--- config.mk ---
export PLATFORM = sky130hd
export DESIGN_NAME = ibex_irq_ctrl_flat
export DESIGN_NICKNAME = d
export VERILOG_FILES = /design/src/rtl/ibex_irq_ctrl_if.sv /design/src/rtl/ibex_irq_ctrl.sv /design/src/flat_wrapper.sv
export SDC_FILE = /design/constraint.sdc
export NUM_CORES = 1
export LEC_CHECK = 0
export CAP_MARGIN = 10
export CORE_ASPECT_RATIO = 0.8
export CORE_MARGIN = 2
export CORE_UTILIZATION = 56
export CTS_BUF_LIST = sky130_fd_sc_hd__clkbuf_4
export CTS_CLUSTER_DIAMETER = 120
export DETAILED_ROUTE_END_ITERATION = 7
export GPL_ROUTABILITY_DRIVEN = 0
export PLACE_DENSITY = 0.85
export SLEW_MARGIN = 20
export SYNTH_ARGS = -nofsm -noshare
export SYNTH_HDL_FRONTEND = slang
export SYNTH_SLANG_ARGS = --single-unit
--- constraint.sdc ---
create_clock -name clk_i -period 4.6 [get_ports clk_i]
set_input_delay 0.92 -clock clk_i [delete_from_list [all_inputs] [get_ports clk_i]]
set_output_delay 0.92 -clock clk_i [all_outputs]
set_load 0.005 [all_outputs]
--- src/rtl/ibex_irq_ctrl_if.sv ---
// Register access port of the interrupt aggregator: one-cycle request pulse,
// registered response one cycle later.
interface ibex_irq_ctrl_if;
  logic        req;
  logic        we;
  logic [2:0]  addr;
  logic [31:0] wdata;
  logic        rvalid;
  logic [31:0] rdata;

  modport master (
    output req, we, addr, wdata,
    input  rvalid, rdata
  );

  modport slave (
    input  req, we, addr, wdata,
    output rvalid, rdata
  );
endinterface

--- src/rtl/ibex_irq_ctrl.sv ---
// Fast-interrupt aggregator: per-source edge/level gateways, claim/complete
// servicing through a small register port, and a rising-edge NMI latch.
module ibex_irq_ctrl #(
  parameter int unsigned NumSrc = 15
) (
  input  logic              clk_i,
  input  logic              rst_ni,
  input  logic [NumSrc-1:0] src_i,
  input  logic              nmi_src_i,
  ibex_irq_ctrl_if.slave    reg_bus,
  output logic [NumSrc-1:0] irq_fast_o,
  output logic              irq_nm_o
);

  localparam logic [2:0] AddrPending  = 3'd0;
  localparam logic [2:0] AddrEnable   = 3'd1;
  localparam logic [2:0] AddrClaim    = 3'd2;
  localparam logic [2:0] AddrComplete = 3'd3;
  localparam logic [2:0] AddrTrigger  = 3'd4;
  localparam logic [2:0] AddrNmi      = 3'd5;

  logic [NumSrc-1:0] pending, enable, trigger, in_service, src_q;
  logic [NumSrc-1:0] pending_next, in_service_next;
  logic [NumSrc-1:0] active, claim_mask, complete_mask;
  logic              nmi_pending, nmi_q;
  logic              read_req, write_req, claim_read, claim_hit;
  logic [3:0]        claim_idx;
  logic [31:0]       read_data;
  logic              unused_wdata;

  assign read_req   = reg_bus.req & ~reg_bus.we;
  assign write_req  = reg_bus.req & reg_bus.we;
  assign claim_read = read_req & (reg_bus.addr == AddrClaim);
  assign active     = pending & enable;
  assign unused_wdata = ^reg_bus.wdata;

  // Lowest index wins, matching the core's fast-interrupt priority.
  always_comb begin
    claim_hit = 1'b0;
    claim_idx = 4'd0;
    for (int i = NumSrc - 1; i >= 0; i--) begin
      if (active[i]) begin
        claim_hit = 1'b1;
        claim_idx = 4'(i);
      end
    end
  end

  always_comb begin
    claim_mask    = '0;
    complete_mask = '0;
    for (int i = 0; i < NumSrc; i++) begin
      claim_mask[i]    = claim_read & claim_hit & (claim_idx == 4'(i));
      complete_mask[i] = write_req & (reg_bus.addr == AddrComplete) &
                         (reg_bus.wdata[3:0] == 4'(i + 1));
    end
  end

  // Gateway uses in_service from before this edge, so a same-cycle COMPLETE
  // still blocks, and a same-cycle CLAIM overrides any new edge.
  always_comb begin
    pending_next = pending;
    for (int i = 0; i < NumSrc; i++) begin
      if (!in_service[i]) begin
        if (trigger[i]) begin
          pending_next[i] = pending[i] | (src_i[i] & ~src_q[i]);
        end else begin
          pending_next[i] = src_i[i];
        end
      end
      if (claim_mask[i]) begin
        pending_next[i] = 1'b0;
      end
    end
    in_service_next = (in_service & ~complete_mask) | claim_mask;
  end

  always_comb begin
    read_data = '0;
    unique case (reg_bus.addr)
      AddrPending: read_data = {{(32 - NumSrc){1'b0}}, pending};
      AddrEnable:  read_data = {{(32 - NumSrc){1'b0}}, enable};
      AddrClaim:   read_data = claim_hit ? {28'd0, claim_idx + 4'd1} : 32'd0;
      AddrTrigger: read_data = {{(32 - NumSrc){1'b0}}, trigger};
      AddrNmi:     read_data = {31'd0, nmi_pending};
      default:     read_data = '0;
    endcase
  end

  always_ff @(posedge clk_i) begin
    if (!rst_ni) begin
      pending        <= '0;
      enable         <= '0;
      trigger        <= '0;
      in_service     <= '0;
      src_q          <= '0;
      nmi_pending    <= 1'b0;
      nmi_q          <= 1'b0;
      reg_bus.rvalid <= 1'b0;
      reg_bus.rdata  <= '0;
    end else begin
      pending    <= pending_next;
      in_service <= in_service_next;
      src_q      <= src_i;
      nmi_q      <= nmi_src_i;
      if (write_req && reg_bus.addr == AddrEnable) begin
        enable <= reg_bus.wdata[NumSrc-1:0];
      end
      if (write_req && reg_bus.addr == AddrTrigger) begin
        trigger <= reg_bus.wdata[NumSrc-1:0];
      end
      // A new NMI edge wins over a clear landing in the same cycle.
      nmi_pending <= (nmi_src_i & ~nmi_q) |
                     (nmi_pending & ~(write_req && reg_bus.addr == AddrNmi &&
                                      reg_bus.wdata[0]));
      reg_bus.rvalid <= reg_bus.req;
      reg_bus.rdata  <= read_req ? read_data : 32'd0;
    end
  end

  assign irq_fast_o = active;
  assign irq_nm_o   = nmi_pending;

endmodule

--- src/flat_wrapper.sv ---
// flat-port wrapper written by rule: the top's interface ports become plain ports
module ibex_irq_ctrl_flat 
#(
  parameter int unsigned NumSrc = 15
)
  (clk_i, rst_ni, src_i, nmi_src_i, irq_fast_o, irq_nm_o, reg_bus_req, reg_bus_we, reg_bus_addr, reg_bus_wdata, reg_bus_rvalid, reg_bus_rdata);
  ibex_irq_ctrl_if reg_bus_i ();
  input  logic clk_i;
  input  logic rst_ni;
  input  logic [NumSrc-1:0] src_i;
  input  logic nmi_src_i;
  output logic [NumSrc-1:0] irq_fast_o;
  output logic irq_nm_o;
  input wire logic [$bits(reg_bus_i.req)-1:0] reg_bus_req;
  input wire logic [$bits(reg_bus_i.we)-1:0] reg_bus_we;
  input wire logic [$bits(reg_bus_i.addr)-1:0] reg_bus_addr;
  input wire logic [$bits(reg_bus_i.wdata)-1:0] reg_bus_wdata;
  output wire logic [$bits(reg_bus_i.rvalid)-1:0] reg_bus_rvalid;
  output wire logic [$bits(reg_bus_i.rdata)-1:0] reg_bus_rdata;
  assign reg_bus_i.req = reg_bus_req;
  assign reg_bus_i.we = reg_bus_we;
  assign reg_bus_i.addr = reg_bus_addr;
  assign reg_bus_i.wdata = reg_bus_wdata;
  assign reg_bus_rvalid = reg_bus_i.rvalid;
  assign reg_bus_rdata = reg_bus_i.rdata;
  ibex_irq_ctrl #(.NumSrc(NumSrc)) u_core (.clk_i(clk_i), .rst_ni(rst_ni), .src_i(src_i), .nmi_src_i(nmi_src_i), .reg_bus(reg_bus_i), .irq_fast_o(irq_fast_o), .irq_nm_o(irq_nm_o));
endmodule
# Word-level counts from Yosys, hierarchy flattened
# Index checks and enable logic that the tools add are counted.
[classes] n_reduce_logical=22 addsub=1 n_mux=47 n_bitwise=91 eq_ne=34
[op_table] cell="case mux 32 bit (5 select lines)" count=1
[op_table] cell="2-to-1 mux 4 bit" count=16
[op_table] cell="equality test 4 bit (second input constant)" count=15
[op_table] cell="bitwise AND 1 bit" count=52
[op_table] cell="equality test 4 x 3 -> 1 bit (second input constant)" count=8
[op_table] cell="bitwise AND 15 bit" count=2
[op_table] cell="2-to-1 mux 1 bit" count=30
[op_table] cell="OR reduction 2 bit" count=15
[op_table] cell="NOT 1 bit" count=19
[op_table] cell="equality test 4 x 2 -> 1 bit (second input constant)" count=4
[op_table] cell="bitwise OR 1 bit" count=16
[op_table] cell="NOT 15 bit" count=1
[op_table] cell="bitwise OR 15 bit" count=1
[op_table] cell="equality test 4 x 1 -> 1 bit (second input constant)" count=2
[op_table] cell="equality test 3 x 2 -> 1 bit (second input constant)" count=2
[op_table] cell="equality test 3 bit (second input constant)" count=2
[op_table] cell="adder 4 x 1 -> 4 bit (second input constant)" count=1
[op_table] cell="logical AND 1 bit" count=4
[op_table] cell="logical NOT 4 bit" count=1
[op_table] cell="equality test 3 x 1 -> 1 bit (second input constant)" count=1
[op_table] cell="logical NOT 3 bit" count=1
[op_table] cell="AND reduction 2 bit" count=1
[totals] ff_bits=110 wordCells=218 in_bits=55

# Depth between registers and ports, before layout
# Gate-level depths: netlist (run 1).
[logic_depth] word_depth=19 mapped_depth=9

# Least setup slack after synthesis (run 1)
# Ideal clock, no wire load.
[synth_path] path_type="input to register" start="input reg_bus_addr[0]" end="register u_core.pending[10]" setup_slack_ns=2.367 t_arrival_ns=2.118 setup_ns=0.116 path_stages=6 cell_sequence="buf_2 > or3b_4 > nor3b_4 > and2_4 > nand2_1 > and3_1"
[synth_via] elab_chain_cells=5
[synth_lines] item="from (decl)" line="flat_wrapper.sv:16" source="input wire logic [$bits(reg_bus_i.addr)-1:0] reg_bus_addr;"
[synth_lines] item="equality test 3 x 2 -> 1 bit" line="ibex_irq_ctrl.sv:33" source="assign claim_read = read_req & (reg_bus.addr == AddrClaim);"
[synth_lines] item="bitwise AND 1 bit" line="ibex_irq_ctrl.sv:33"
[synth_lines] item="bitwise AND 1 bit (2 in series)" line="ibex_irq_ctrl.sv:53" source="claim_mask[i] = claim_read & claim_hit & (claim_idx == 4'(i));"
[synth_lines] item="OR reduction 2 bit (no source line)"
[synth_lines] item="to (signal assigned)" line="ibex_irq_ctrl.sv:102" source="pending <= pending_next;"
[synth_lines] item="to (decl)" line="ibex_irq_ctrl.sv:22" source="logic [NumSrc-1:0] pending, enable, trigger, in_service, src_q;"
# Every way passes these cells.
# A chain may end at the register's enable or synchronous reset.

# Worst setup path after layout (run 1)
[layout_path] start="input reg_bus_addr[2]" end="register u_core.pending[1]"
# The elaborated chain is that of the path after synthesis.

==> impl_metrics.yaml, run 1 <==
timing:
  rsz0062_at_grt: "false"
  hold_viol: 0
  clock-skew-final_ns: 0.00928
  period_share_pct: 60.3
  report.final.slew_viol_count: 0
  fmax_mhz: 360
  relSlewSlack_pct: 57.8
  setup_slack_ns: 1.82
  setup_tns_ns: 0
  worstMarginPinSlew_ns: 0.631
  setup_viol: 0
  period_needed_ns: 2.78
run:
  maxCapViolations: 0
yosys:
  synth_cells: 487
  synthTopCellsByArea: "dfxtp_1, mux2i_1, nand2_1"
  yosysSeqAreaShare_pct: 42.5
  synth_warnings: 0
  synth_edf_count: 0
  synthTopCellsByCount: "dfxtp_1, nand2_1, mux2i_1"
  ys_async_sr_fraction_pct: 0
  syn_area_per_cell_sq_um: 8.99
  synth_most_common_cell: "dfxtp_1"
  synth_cell_type_count: 50
  yosys.area.top_type: "dfxtp_1"
  netlist_area_sq_um: 4380
  synth_flop_cell: "dfxtp_1"
  synth_seq_cells: 93
  synth.top_cell.area_share_pct: 42.5
global_routing:
  grt_pass1_vias: 3460
  antenna_found_initial: 0
  grt_overflow: 0
  grt_pass1_wl_um: 17000
  grt_use_total_pct: 25.7
  grt_max_degree: 80
place:
  dp.cells: 646
  place_ws_ns: 1.38
  dpl_cell_area_sq_um: 5070
  port_buffers: 69
  hpwl_um: 7600
route:
  vias_per_cell: 5.42
  drt_iter0_markers: 218
  wl_met2_um: 4780
  firstDrtPassIters: 4
  drc: 0
  vias: 3590
  ant_nets: 0
  top_layer_used: "met4"
  met1_length_um: 4800
  wl_met3_um: 628
  wl_um: 10500
  wl_per_cell_um: 15.9
final_layout:
  ff_latch_area_sq_um: 1860
  area_growth_pct: 18.9
  multi_input_area_sq_um: 2320
  layout.cells.non_filler: 662
  drive_gt1_share_pct: 6.64
  n_fill_cell: 626
  finalNetCount: 611
  fin_area_sq_um: 5210
  antenna_cells: 0
power_and_ir_drop:
  seqPwrFrac_pct: 59.4
  switching_share_pct: 24.2
  ir_drop_uv: 148
  p_sw_uw: 341
  p_int_mw: 1.07
  total_leakage_power_nw: 1.97
  clockPowerShare_pct: 31.0
  p_per_area_nw_per_um2: 271
  combPwrFrac_pct: 9.6
run_status:
  outcome: "finished clean"
worst_setup_path:
  cp_data_arrival_time_ns: 3.13
  path_max_fanout: 16
  r2r_cells: 8
  worst_setup_path_end_kind: "register"
  cp-start-kind: "input port"
  critical_path_class: "input port to register"
  required_ns: 4.95
floorplan:
  die_x_um: 103
  pin_count: 104
  initial_core_util_pct: 58.4
  fp.dieH_um: 83.1
  dieArea_sq_um: 8550
  placementRows: 28
  coreArea_sq_um: 7500
min_path:
  hold_depth: 2
  hp-class: "register to register"
clock_network:
  clock_latency_ns: 0.45
  post_cts_resized: 0
  cts_tree: "done"
  ctsHoldBuffers: 0
  cts_max_path_buffers: 2
  post_cts_buffers: 0
  numCtsBuffers: 9
  htree_levels: 3
  cts_root_buffer: "clkbuf_4"
  clk_pin_slew_ns: 0.13
  clock-sinks: 93
[final timing paths]
kind,start,to,slack (ns)
max,reg_bus_addr[2],u_core.pending[1],1.82
min,u_core.in_service[11],u_core.in_service[11],0.50
max reg2reg,u_core.enable[10],u_core.reg_bus.rdata[1],2.40
min reg2reg,u_core.in_service[11],u_core.in_service[11],0.50
[per-layer routing]
| metal | track usage (%) | vias to the layer above |
|---|---|---|
| met3 | 6.48 | 30 |
| li1 | - | 1765 |
| met5 | 0 | - |
| met4 | 10.3 | 0 |
| met1 | 34.1 | 1661 |
| met2 | 39.9 | 134 |
[state kept, by name (all words and copies together) (netlist names)]
register and count:
u_core.enable 15, u_core.in_service 15, u_core.pending 15, u_core.reg_bus.rdata 15, u_core.src_q 15, u_core.trigger 15, u_core.irq_nm_o 1, u_core.nmi_q 1
u_core.reg_bus.rvalid 1
[power groups by stage]
stage / combinational [mW] / clock, mW / sequential, mW
after floorplan: 0.0858 / 0 / 0.853
after CTS: 0.135 / 0.446 / 0.838
after global placement: 0.130 / 0 / 0.856
final: 0.135 / 0.437 / 0.839
after global routing: 0.149 / 0.469 / 0.842
after detailed placement: 0.134 / 0 / 0.856
[through the flow]
step / power [mW] / hold slack (ns) / util (%)
after floorplan: 0.939 / 0.452 / -
after global placement: 0.986 / 0.468 / 67.7
after detailed placement: 0.990 / 0.479 / 67.7
after CTS: 1.42 / 0.498 / 69.5
final: 1.41 / 0.496 / 69.5
after global routing: 1.46 / 0.518 / 69.5
[worst max-delay path, stage by stage]
cell and delay (ns):
clkdlybuf4s50_1 0.62, buf_4 0.31, or3b_4 0.44, nor3b_4 0.30, and2_4 0.24, nand2_1 0.09
and3_1 0.20
[cell usage in the layout, fill, tap and decap left out, drive strengths merged, types with 11 or more instances in the layout]
cell,netlist,routed
a21boi,16,16
conb,1,17
nor2,31,31
clkdlybuf4s50,0,68
nor2b,33,33
nand3b,20,20
o21ai,32,32
clkbuf,12,11
and2,28,28
dfxtp,93,93
nand2,54,54
and3,15,15
mux2i,44,44
a21oi,18,18
[final cells by class]
type                    count  share of cell area, %
flip-flops and latches     93                   35.7
multi-input cells         365                   44.6
clock buffers              11                   1.59
clock inverters             5                  0.985
inverters                   8                  0.577
well taps                 105                   2.52
repair buffers             75                   14.0
[logic make-up (layout without fill, tap and decap cells)]
family | Yosys count | in the layout | synth area share (%)
simple gates | 209 | 209 | 26.2
flops | 93 | 93 | 42.5
compound gates | 89 | 89 | 13.5
mux | 45 | 45 | 10.6
buf+inv | 45 | 99 | 5.86
fa+ha+maj | 4 | 4 | 1.14
other cells | 1 | 17 | 0.0856
xor+xnor | 1 | 1 | 0.200
Note: power is estimated with default switching activity, not from simulation.
==> run 2, diff against run 1 <==
Settings changed: CORE_UTILIZATION 56 to 47, PLACE_DENSITY 0.85 to 0.76.
Clock period 4.6 ns to 2.4 ns, I/O delays scaled along.
==> impl_metrics.yaml, run 2 (synthesized netlist as in run 1, its figures left out) <==
run:
  maxCapViolations: 0
clock_network:
  post_cts_buffers: 0
  post_cts_resized: 0
  numCtsBuffers: 9
  cts_tree: "done"
  ctsHoldBuffers: 0
  cts_max_path_buffers: 2
  clk_pin_slew_ns: 0.14
  clock-sinks: 93
  htree_levels: 3
  clock_latency_ns: 0.46
  cts_root_buffer: "clkbuf_4"
final_layout:
  antenna_cells: 0
  drive_gt1_share_pct: 7.79
  utilization_pct: 58.2
  area_growth_pct: 20.1
  mostFrequentLayoutCells: "dfxtp_1, clkdlybuf4s50_1, nand2_1"
  final_common_cell: "dfxtp_1"
  finalNetCount: 619
global_routing:
  grt_pass1_wl_um: 17200
  grt_use_total_pct: 21.4
  grt_max_degree: 79
  grt_overflow: 0
  grt_pass1_vias: 3475
  antenna_found_initial: 0
worst_setup_path:
  path_max_fanout: 5
  cp_cell_sequence: "and2_1 > nand2b_1 > a2111oi_4 > o31ai_2 > ha_1 > o32a_1 > nor2_1"
  required_ns: 2.79
  cpMaxStageDelayCell: "a2111oi_4"
  worst_setup_path_end_kind: "register"
  cp-start-kind: "register"
  critical_path_class: "register to register"
  cpPeakStageDelay_ns: 0.47
  cp_data_arrival_time_ns: 2.58
route:
  wl_per_cell_um: 15.8
  drc: 0
  wl_um: 10800
  firstDrtPassIters: 5
  drt_iter0_markers: 248
  vias: 3658
  vias_per_cell: 5.38
  ant_nets: 0
min_path:
  hp-class: "register to register"
timing:
  rsz0062_at_grt: "false"
  setup_slack_ns: 0.218
  clock-skew-final_ns: 0.0109
  fmax_mhz: 458
  hold_viol: 0
  period_share_pct: 90.9
  period_needed_ns: 2.18
  report.final.slew_viol_count: 0
  setup_tns_ns: 0
  worstMarginPinSlew_ns: 0.613
  setup_viol: 0
  relSlewSlack_pct: 59.2
  holdWs_ns: 0.497
floorplan:
  die_x_um: 112
  fp.dieH_um: 90.3
  coreArea_sq_um: 9040
  pin_count: 104
  dieArea_sq_um: 10100
  placementRows: 31
  initial_core_util_pct: 48.5
power_and_ir_drop:
  combPwrFrac_pct: 10.2
  p_int_mw: 1.92
  switching_share_pct: 26.4
  seqPwrFrac_pct: 61.5
  total_leakage_power_nw: 1.98
  total_power_mw: 2.61
  p_per_area_nw_per_um2: 497
  ir_drop_uv: 243
  clockPowerShare_pct: 28.3
  p_sw_uw: 689
place:
  port_buffers: 69
  place_ws_ns: 0.149
  hpwl_um: 7790
run_status:
  outcome: "finished clean"
## run 2: cell types whose count changed in the layout (fill, tap and decap cells not counted), sizes merged
| cell | change |
|---|---|
| buf | +8 |
| clkbuf | -2 |
| clkinvlp | +3 |
| bufinv | -1 |
## run 2: cell type report
| type | instances | area (sq um) |
|---|---|---|
| timing repair buffer | 83 | 791 |
| clock buffer | 9 | 67.6 |
| multi-input combinational | 365 | 2320 |
| tap | 115 | 144 |
| clock inverter | 7 | 42.5 |
| sequential | 93 | 1860 |
| fill | 853 | 3780 |
| inverter | 8 | 30.0 |
## run 2: worst paths after layout
path | slack (ns) | depth (start not counted) | end | start
max | 0.22 | 7 | u_core.reg_bus.rdata[1] | u_core.enable[12]
min | 0.50 | 2 | u_core.in_service[11] | u_core.in_service[11]
max reg2reg | 0.22 | 7 | u_core.reg_bus.rdata[1] | u_core.enable[12]
min reg2reg | 0.50 | 2 | u_core.in_service[11] | u_core.in_service[11]
## run 2: stage by stage
stage | std cells | instance area (sq um)
2_1_floorplan | 503 | 4440
3_3_place_gp | 664 | 5150
3_5_place_dp | 664 | 5150
4_1_cts | 680 | 5260
5_1_grt | 680 | 5260
6_report | 680 | 5260
## run 2: worst max-delay path: cells and delay by family, from the launching register on
family / cells / cell delay [ns]
and+or+nand+nor: 3 / 0.47
DFF: 1 / 0.37
adders and majority gates: 1 / 0.29
AOI/OAI and AO/OA: 3 / 0.99
## run 2: layer usage
metal / vias to the layer above / GRT usage, % / share of wire, %
met5: - / 0 / 0
met1: 1724 / 29.6 / 48
met3: 19 / 4.77 / 6.1
li1: 1787 / - / -
met4: 0 / 6.89 / 1.5
met2: 128 / 33.3 / 44
## run 2: power groups by stage
stage / combinational (mW) / clock, mW / sequential [mW]
4_1_cts: 0.264 / 0.750 / 1.61
5_1_grt: 0.289 / 0.809 / 1.61
2_1_floorplan: 0.164 / 0 / 1.63
3_5_place_dp: 0.263 / 0 / 1.64
3_3_place_gp: 0.258 / 0 / 1.64
6_report: 0.265 / 0.740 / 1.61
